===== config.mk =====
export PLATFORM = sky130hd
export DESIGN_NAME = sparc_ifu_fill_waysel
export DESIGN_NICKNAME = d
export VERILOG_FILES = /design/src/rtl/sparc_ifu_fill_waysel.sv
export SDC_FILE = /design/constraint.sdc
export NUM_CORES = 1
export LEC_CHECK = 0
export CAP_MARGIN = 20
export CORE_UTILIZATION = 25
export CTS_BUF_LIST = sky130_fd_sc_hd__clkbuf_4 sky130_fd_sc_hd__clkbuf_8
export DETAILED_ROUTE_END_ITERATION = 8
export PLACE_DENSITY = 0.44
export SYNTH_ARGS = -nofsm -noshare
export SYNTH_HDL_FRONTEND = slang
export SYNTH_SLANG_ARGS = --single-unit
export TNS_END_PERCENT = 50

===== constraint.sdc =====
create_clock -name clk -period 2.8 [get_ports clk]
set_input_delay 0.42 -clock clk [delete_from_list [all_inputs] [get_ports clk]]
set_output_delay 0.42 -clock clk [all_outputs]
set_load 0.005 [all_outputs]

===== src/rtl/sparc_ifu_fill_waysel.sv =====
// Icache fill-way allocator: picks a victim way per miss (invalid way first, else LFSR way),
// never a way reserved by another thread's pending fill to the same set, and holds it until the fill returns.

module sparc_ifu_fill_waysel_rsv #(
    parameter int IDX_W = 7
) (
    input  logic             clk,
    input  logic             reset,
    input  logic             set_i,
    input  logic             clr_i,
    input  logic [IDX_W-1:0] set_idx_i,
    input  logic [1:0]       set_way_i,
    input  logic             qry_en_i,
    input  logic [IDX_W-1:0] qry_idx_i,
    output logic             busy_o,
    output logic [3:0]       blk_o
);
    typedef struct packed {
        logic             busy;
        logic [IDX_W-1:0] idx;
        logic [1:0]       way;
    } rsv_t;

    rsv_t rsv_q, rsv_d;

    always_comb begin
        rsv_d = rsv_q;
        if (set_i) begin
            rsv_d.busy = 1'b1;
            rsv_d.idx  = set_idx_i;
            rsv_d.way  = set_way_i;
        end else if (clr_i) begin
            rsv_d.busy = 1'b0;
        end
    end

    always_ff @(posedge clk or posedge reset) begin
        if (reset) rsv_q <= '0;
        else       rsv_q <= rsv_d;
    end

    // An entry being released this cycle no longer blocks anyone.
    always_comb begin
        blk_o = '0;
        if (qry_en_i && rsv_q.busy && !clr_i && (rsv_q.idx == qry_idx_i))
            blk_o[rsv_q.way] = 1'b1;
    end

    assign busy_o = rsv_q.busy;
endmodule

module sparc_ifu_fill_waysel #(
    parameter int NTHR  = 4,
    parameter int IDX_W = 7,
    parameter int NWAYS = 4
) (
    input  logic             clk,
    input  logic             reset,
    input  logic [1:0]       rand_way_i,
    output logic             lfsr_advance_o,
    input  logic             alloc_req_i,
    input  logic [1:0]       alloc_tid_i,
    input  logic [IDX_W-1:0] alloc_idx_i,
    input  logic [3:0]       set_vld_i,
    input  logic             fill_done_i,
    input  logic [1:0]       fill_tid_i,
    output logic             alloc_ack_o,
    output logic [1:0]       alloc_ack_tid_o,
    output logic [1:0]       alloc_way_o,
    output logic             alloc_err_o,
    output logic [NTHR-1:0]  rsv_busy_o
);
    logic [NTHR-1:0][NWAYS-1:0] blk;
    logic [NWAYS-1:0] blocked, cand, inv;
    logic [1:0]       way_sel;
    logic             found, accept;
    logic             ack_q, ack_d, err_q, err_d;
    logic [1:0]       ack_tid_q, ack_tid_d, way_q, way_d;

    assign accept = alloc_req_i &&
                    (!rsv_busy_o[alloc_tid_i] || (fill_done_i && (fill_tid_i == alloc_tid_i)));

    for (genvar t = 0; t < NTHR; t++) begin : g_rsv
        sparc_ifu_fill_waysel_rsv #(.IDX_W(IDX_W)) u_rsv (
            .clk       (clk),
            .reset     (reset),
            .set_i     (accept && (alloc_tid_i == 2'(t))),
            .clr_i     (fill_done_i && (fill_tid_i == 2'(t))),
            .set_idx_i (alloc_idx_i),
            .set_way_i (way_sel),
            .qry_en_i  (alloc_tid_i != 2'(t)),
            .qry_idx_i (alloc_idx_i),
            .busy_o    (rsv_busy_o[t]),
            .blk_o     (blk[t])
        );
    end

    always_comb begin
        blocked = '0;
        for (int t = 0; t < NTHR; t++) blocked = blocked | blk[t];
    end

    // At most three other threads exist, so at least one way is always a candidate.
    assign cand = ~blocked;
    assign inv  = cand & ~set_vld_i;

    always_comb begin
        way_sel = '0;
        found   = 1'b0;
        for (int w = 0; w < NWAYS; w++) begin
            if (!found && inv[w]) begin
                way_sel = 2'(w);
                found   = 1'b1;
            end
        end
        if (!found) begin
            if (cand[rand_way_i]) begin
                way_sel = rand_way_i;
            end else begin
                for (int w = NWAYS-1; w >= 0; w--)
                    if (cand[w]) way_sel = 2'(w);
            end
        end
    end

    // The random way counts as consumed whenever no invalid way was available,
    // even if the reservation check overrode it.
    assign lfsr_advance_o = accept && (inv == '0) && !reset;

    always_comb begin
        ack_d     = accept;
        err_d     = alloc_req_i && !accept;
        ack_tid_d = ack_tid_q;
        way_d     = way_q;
        if (accept) begin
            ack_tid_d = alloc_tid_i;
            way_d     = way_sel;
        end
    end

    always_ff @(posedge clk or posedge reset) begin
        if (reset) begin
            ack_q     <= 1'b0;
            err_q     <= 1'b0;
            ack_tid_q <= '0;
            way_q     <= '0;
        end else begin
            ack_q     <= ack_d;
            err_q     <= err_d;
            ack_tid_q <= ack_tid_d;
            way_q     <= way_d;
        end
    end

    assign alloc_ack_o     = ack_q;
    assign alloc_err_o     = err_q;
    assign alloc_ack_tid_o = ack_tid_q;
    assign alloc_way_o     = way_q;
endmodule


==> impl_metrics.json, run 1 <==
{
  "status": "complete, no violations",
  "root_buffer": "clkbuf_8",
  "fin_cells": 459,
  "h-tree-depth": 2,
  "dr.pass1.iters": 4,
  "worst_pin_slew_ps": 458,
  "powerDensity_mw_per_mm2": 683,
  "maxSlewViolCount": 0,
  "setup_viol": 0,
  "clock_skew_ps": 7.82,
  "grt_usage_pct": 13.4,
  "ant_nets": 0,
  "leakage_uw": 0.00162,
  "p_sw_uw": 875,
  "synth_top_cell_area_share_pct": 43.2,
  "drt-met1-wl_um": 3350,
  "synth_cell_types": 47,
  "arrival_ps": 2300,
  "cp_top_family": "simple AND/OR/NAND/NOR gates",
  "yosysTopAreaCell": "dfrtp_1",
  "ios": 32,
  "fin_crit_sh_pct": 97.1,
  "io_buffers": 31,
  "slowest_stage": "nor4b_4",
  "fin_nets": 343,
  "cts_tree": "done",
  "clockPowerShare_pct": 19.4,
  "num_rows": 37,
  "ys_top_cells_by_area": "dfrtp_1 43%, mux2_2 12%, xnor2_1 9.9%, nand2_1 3.2%, buf_4 2.5%",
  "layout_min_cycle_time_ps": 2720,
  "grt_max_degree": 21,
  "wl_met3_um": 249,
  "switching_share_pct": 33.6,
  "intPower_uw": 1730,
  "dr.max_layer_used": "met4",
  "synth.avg_cell_area_um2": 10.9,
  "synth_cells": 244,
  "syn_area_mm2": 0.00267,
  "grt_overflow": 0,
  "grt_pass1_vias": 2050,
  "holdCritPathClass": "in2reg",
  "yosys_warnings": 0,
  "hold_viol": 0,
  "combPwrFrac_pct": 38.6,
  "viasPerCell": 4.54,
  "vdd_drop_max_mv": 0.241,
  "die_w_um": 105,
  "antenna_cells": 0,
  "synth.most_common_cell": "dfrtp_1",
  "drc": 0,
  "slew_headroom_pct": 69.4,
  "die_h_um": 105,
  "die_area_mm2": 0.0111,
  "wire_per_inst_um": 15.8,
  "wl_met2_um": 3570,
  "cts_made_buffers": 5,
  "pwr-share-seq_pct": 42.0,
  "drive_gt1_share_pct": 43.0,
  "clockBufferDepth": 2,
  "power_uw": 2600,
  "crit_top_cell": "buf_4",
  "synth-edff-count": 0,
  "start_kind": "input port",
  "required_ps": 2380,
  "ys_seq_area_share_pct": 43.2,
  "clkSinkCount": 46,
  "fmax_mhz": 368,
  "max-cap-violations": 0,
  "ys_async_sr_fraction_pct": 100,
  "start_util_pct": 25.8,
  "max_stage_delay_ps": 390,
  "synth_common_cells": "46 x dfrtp_1, 30 x xnor2_1, 29 x mux2_2, 23 x nand2_1, 10 x nand3_1",
  "hold_buffers": 0,
  "path_cells": "dlygate4sd2_1, buf_4, nand3b_1, buf_4, nand4_1, nor4b_4, a2111oi_4, nand2b_1, nand3_2, nor4_2, buf_2",
  "grt_antenna_before_repair": 0,
  "hpwl_um": 5380,
  "gp_congestion": 0.796,
  "vias": 2082,
  "path_clk_slew_ps": 80,
  "synth-main-ff-cell": "dfrtp_1",
  "routed_wl_um": 7240,
  "crit_type": "in2out",
  "path_buf_inv": 4,
  "drtIter0Drc": 54,
  "dp_cells": 444,
  "synthToLayoutAreaGrowth_pct": 43.1,
  "syn-num-nets": 265,
  "endpoint_kind": "output pin",
  "grt_pass1_wl_um": 11200,
  "clk_latency_ps": 300,
  "synth_seq_cells": 46,
  "nFillCells": 1037,
  "path_max_fanout": 4,
  "core_area_mm2": 0.0103
}
-- worst reg2reg max path: stages (launching register included) --
cell and delay [ps]:
dfrtp_1 410, xnor2_2 170, o2111ai_4 140, buf_4 180, nor3_1 50, buf_4 130, a2111oi_4 340, buf_4 200
a21boi_1 60, o22a_1 300, o31ai_1 260
-- logic make-up (layout without fill, tap and decap cells) --
logic type / count (synthesis) / count (layout) / synth area share (%)
XOR/XNOR: 30 / 30 / 9.86
multiplexers: 35 / 35 / 15.0
AND/OR/NAND/NOR: 78 / 78 / 16.5
buffers and inverters: 25 / 104 / 5.92
flip-flops: 46 / 46 / 43.2
AO/OA/AOI/OAI: 30 / 30 / 9.53
-- registers in the layout (all words and copies together), names as in the netlist --
register,flops
g_rsv.u_rsv.rsv_q,36
g_rsv.u_rsv.busy_o,4
alloc_way_o,2
alloc_err_o,1
alloc_ack_o,1
alloc_ack_tid_o,2
-- area by class of cell --
cell class	instances	area [um^2]	area share, %
repair buffers	89	733	19.2
inverters	7	26.3	0.689
flip-flops and latches	46	1150	30.2
clock buffers	5	68.8	1.81
well taps	136	170	4.46
clock inverters	3	40.0	1.05
multi-input cells	173	1620	42.6
-- power by group through the flow --
stage	logic (uW)	clock network, uW	registers, uW
after floorplan	566	0	1030
after global placement	843	0	1070
after detailed placement	854	0	1070
after CTS	899	530	1070
after global routing	1090	546	1130
final	1010	504	1090
-- path summary, 6_finish.rpt --
kind | from | end | slack [ps] | cells past startpoint
worst max-delay path | fill_done_i | lfsr_advance_o | 80 | 11
worst min-delay path | alloc_idx_i[2] | g_rsv[3].u_rsv.rsv_q[4] | 460 | 2
min in group asynchronous | reset | alloc_ack_o | 490 | 2
worst min register to register | alloc_ack_tid_o[1] | alloc_ack_tid_o[1] | 480 | 2
worst max register to register | g_rsv[0].u_rsv.rsv_q[3] | g_rsv[1].u_rsv.rsv_q[1] | 460 | 10
max in group asynchronous | reset | g_rsv[3].u_rsv.rsv_q[4] | 1730 | 3
-- routing by layer --
layer / global-route usage (%) / vias up
met5: 0 / -
met2: 21.9 / 39
met4: 3.62 / 0
li1: - / 1024
met1: 18.0 / 1012
met3: 2.72 / 7
-- metrics by stage --
stage	hold WS [ps]	setup slack [ps]	setup TNS [ps]	utilization (%)	cell area, um^2
floorplan	470	461	0	-	2670
global placement	462	-715	-4220	32.9	3400
detailed placement	467	-732	-4450	32.9	3400
CTS	476	14.0	0	35.1	3630
global route	464	-48.7	-48.7	36.9	3810
finish	458	81.0	0	36.9	3810
-- cell usage in the layout (no fill, tap or decap), types with 6 or more instances in the layout --
cell | netlist | routed
xnor2_2 | 0 | 12
a21oi_1 | 6 | 6
buf_4 | 9 | 53
nand4_1 | 8 | 8
nand2_1 | 23 | 23
nand3_1 | 10 | 8
clkdlybuf4s50_1 | 0 | 18
dfrtp_1 | 46 | 46
xnor2_1 | 30 | 16
mux2_2 | 29 | 29
-- repair_timing --
action | 4_1_cts | 5_1_grt
setup buffers | 5 | 4
pin swaps | 10 | 20
endpoints found under the setup margin | 1 | 1
resized for setup | 36 | 32
endpoints found under the hold margin | 0 | 0
Power figures use the tool's default switching activity.
==> run 2, diff against run 1 <==
--- a/config.mk
+++ b/config.mk
@@ -8,6 +8,7 @@
 export CAP_MARGIN = 20
 export CORE_UTILIZATION = 25
 export CTS_BUF_LIST = sky130_fd_sc_hd__clkbuf_4 sky130_fd_sc_hd__clkbuf_8
+export CTS_CLUSTER_DIAMETER = 100
 export DETAILED_ROUTE_END_ITERATION = 8
 export PLACE_DENSITY = 0.44
 export SYNTH_ARGS = -nofsm -noshare
==> results of run 2 <==
No change in the layout: final DEF, timing and power equal those of run 1.
==> run 3, diff against run 2 <==
--- a/config.mk
+++ b/config.mk
@@ -6,11 +6,14 @@
 export NUM_CORES = 1
 export LEC_CHECK = 0
 export CAP_MARGIN = 20
+export CELL_PAD_IN_SITES_DETAIL_PLACEMENT = 0
+export CELL_PAD_IN_SITES_GLOBAL_PLACEMENT = 1
 export CORE_UTILIZATION = 25
 export CTS_BUF_LIST = sky130_fd_sc_hd__clkbuf_4 sky130_fd_sc_hd__clkbuf_8
 export CTS_CLUSTER_DIAMETER = 100
+export CTS_CLUSTER_SIZE = 16
 export DETAILED_ROUTE_END_ITERATION = 8
-export PLACE_DENSITY = 0.44
+export PLACE_DENSITY = 0.54
 export SYNTH_ARGS = -nofsm -noshare
 export SYNTH_HDL_FRONTEND = slang
 export SYNTH_SLANG_ARGS = --single-unit
==> constraint.sdc (replaced) <==
create_clock -name clk -period 2.32 [get_ports clk]
set_input_delay 0.348 -clock clk [delete_from_list [all_inputs] [get_ports clk]]
set_output_delay 0.348 -clock clk [all_outputs]
set_load 0.005 [all_outputs]
==> impl_metrics.json, run 3 (synthesized netlist as in run 1, its figures left out) <==
{
  "status": "complete, but fails checks",
  "failed_checks": "negative setup slack",
  "routed_wl_um": 7000,
  "viasPerCell": 4.51,
  "clockBufferDepth": 2,
  "fmax_mhz": 391,
  "rsz0062_at_grt": "true",
  "final_common_cell": "buf_4",
  "fin_crit_sh_pct": 110,
  "largest_reg_flops": 36,
  "layout_min_cycle_time_ps": 2560,
  "core_area_mm2": 0.0103,
  "die_h_um": 105,
  "cts_made_buffers": 5,
  "grt_pass1_vias": 2203,
  "drive_gt1_share_pct": 48.9,
  "path_max_fanout": 3,
  "clock_skew_ps": 15.6,
  "holdCritPathClass": "in2reg",
  "hold_viol": 0,
  "setup_ws_ps": -237,
  "grt_max_degree": 31,
  "dpl_cell_area_mm2": 0.00348,
  "required_ps": 1970,
  "die_w_um": 105,
  "final_cell_area_mm2": 0.00390,
  "dr.pass1.iters": 4,
  "holdWs_ps": 382,
  "ios": 32,
  "mostFrequentLayoutCells": "55 x buf_4, 46 x dfrtp_1, 29 x mux2_2, 22 x nand2_1",
  "vdd_drop_max_mv": 0.280,
  "die_area_mm2": 0.0111,
  "fin_nets": 347,
  "dr.max_layer_used": "met4",
  "drc": 0,
  "fin_setup_tns_ps": -237,
  "wl_met2_um": 3430,
  "clk_latency_ps": 300,
  "largest_register": "g_rsv.u_rsv.rsv_q",
  "start_kind": "register",
  "setup_viol": 1,
  "max-cap-violations": 0,
  "antenna_cells": 0,
  "clkSinkCount": 46,
  "crit_type": "reg2out",
  "gp_congestion": 0.771,
  "leakage_uw": 0.00164,
  "ant_nets": 0,
  "root_buffer": "clkbuf_8",
  "num_rows": 37,
  "grt_usage_pct": 13.4,
  "slew_headroom_pct": 71.5,
  "drt-met1-wl_um": 3250,
  "worst_pin_slew_ps": 428,
  "wire_per_inst_um": 15.1,
  "cts_tree": "done",
  "hpwl_um": 5300,
  "powerDensity_mw_per_mm2": 787,
  "maxSlewViolCount": 0,
  "arrival_ps": 2210,
  "synthToLayoutAreaGrowth_pct": 46.2,
  "io_buffers": 31,
  "grt_overflow": 0,
  "path_clk_slew_ps": 80,
  "grt_antenna_before_repair": 0,
  "grt_pass1_wl_um": 11500,
  "endpoint_kind": "output pin",
  "start_util_pct": 25.8,
  "h-tree-depth": 2,
  "drtIter0Drc": 116,
  "vias": 2090,
  "wl_met3_um": 230
}
## run 3: per-stage QoR
stage	power, uW	worst slack (ps)	cells	util, %
floorplan	1930	125	244	-
global placement	2360	-991	454	33.8
detailed placement	2370	-1000	454	33.8
CTS	3070	-258	469	37.6
global route	3290	-467	463	37.7
finish	3070	-237	463	37.7
## run 3: worst max-delay path: stages (launching register included)
cell       delay (ps)
dfrtp_1           410
xnor2_2           250
buf_4             150
nand4_1           130
nor4_4            220
buf_4             180
a2111oi_4          80
nand2b_1          130
nand3_2            80
nor4_2            130
buf_2             150
## run 3: final timing paths
check,start,depth (start not counted),slack (ps),end
worst max-delay path,g_rsv[2].u_rsv.rsv_q[8],10,-240,lfsr_advance_o
max in group asynchronous,reset,3,1390,g_rsv[3].u_rsv.rsv_q[3]
min in group asynchronous,reset,2,410,g_rsv[0].u_rsv.busy_o
worst min-delay path,alloc_idx_i[3],2,380,g_rsv[0].u_rsv.rsv_q[5]
worst max register to register,g_rsv[2].u_rsv.rsv_q[8],9,90,g_rsv[3].u_rsv.rsv_q[1]
worst min register to register,alloc_ack_tid_o[1],2,490,alloc_ack_tid_o[1]
## run 3: what timing repair did
action,4_1_cts,5_1_grt
setup endpoints to repair,40,11
pin swaps,15,20
hold endpoints to repair,0,0
buffers inserted,15,2
hold buffers,0,0
gates resized for setup,62,27
## run 3: final cells by class
class	count	area, um^2
fillers	1023	6430
well taps	136	170
flip-flops and latches	46	1150
clock inverters	1	5.00
repair buffers	93	772
multi-input cells	173	1680
clock buffers	7	90.1
inverters	7	26.3
## run 3: per-layer routing
metal  vias to the layer above  global-route usage (%)
li1                       1031                       -
met1                      1018                    17.7
met2                        31                    22.2
met3                        10                    2.60
met4                         0                    3.92
met5                         -                       0
## run 3: report_power, final
part	switching [uW]	internal (uW)
clock network	275	253
registers	230	1070
logic	527	711
total	1030	2040
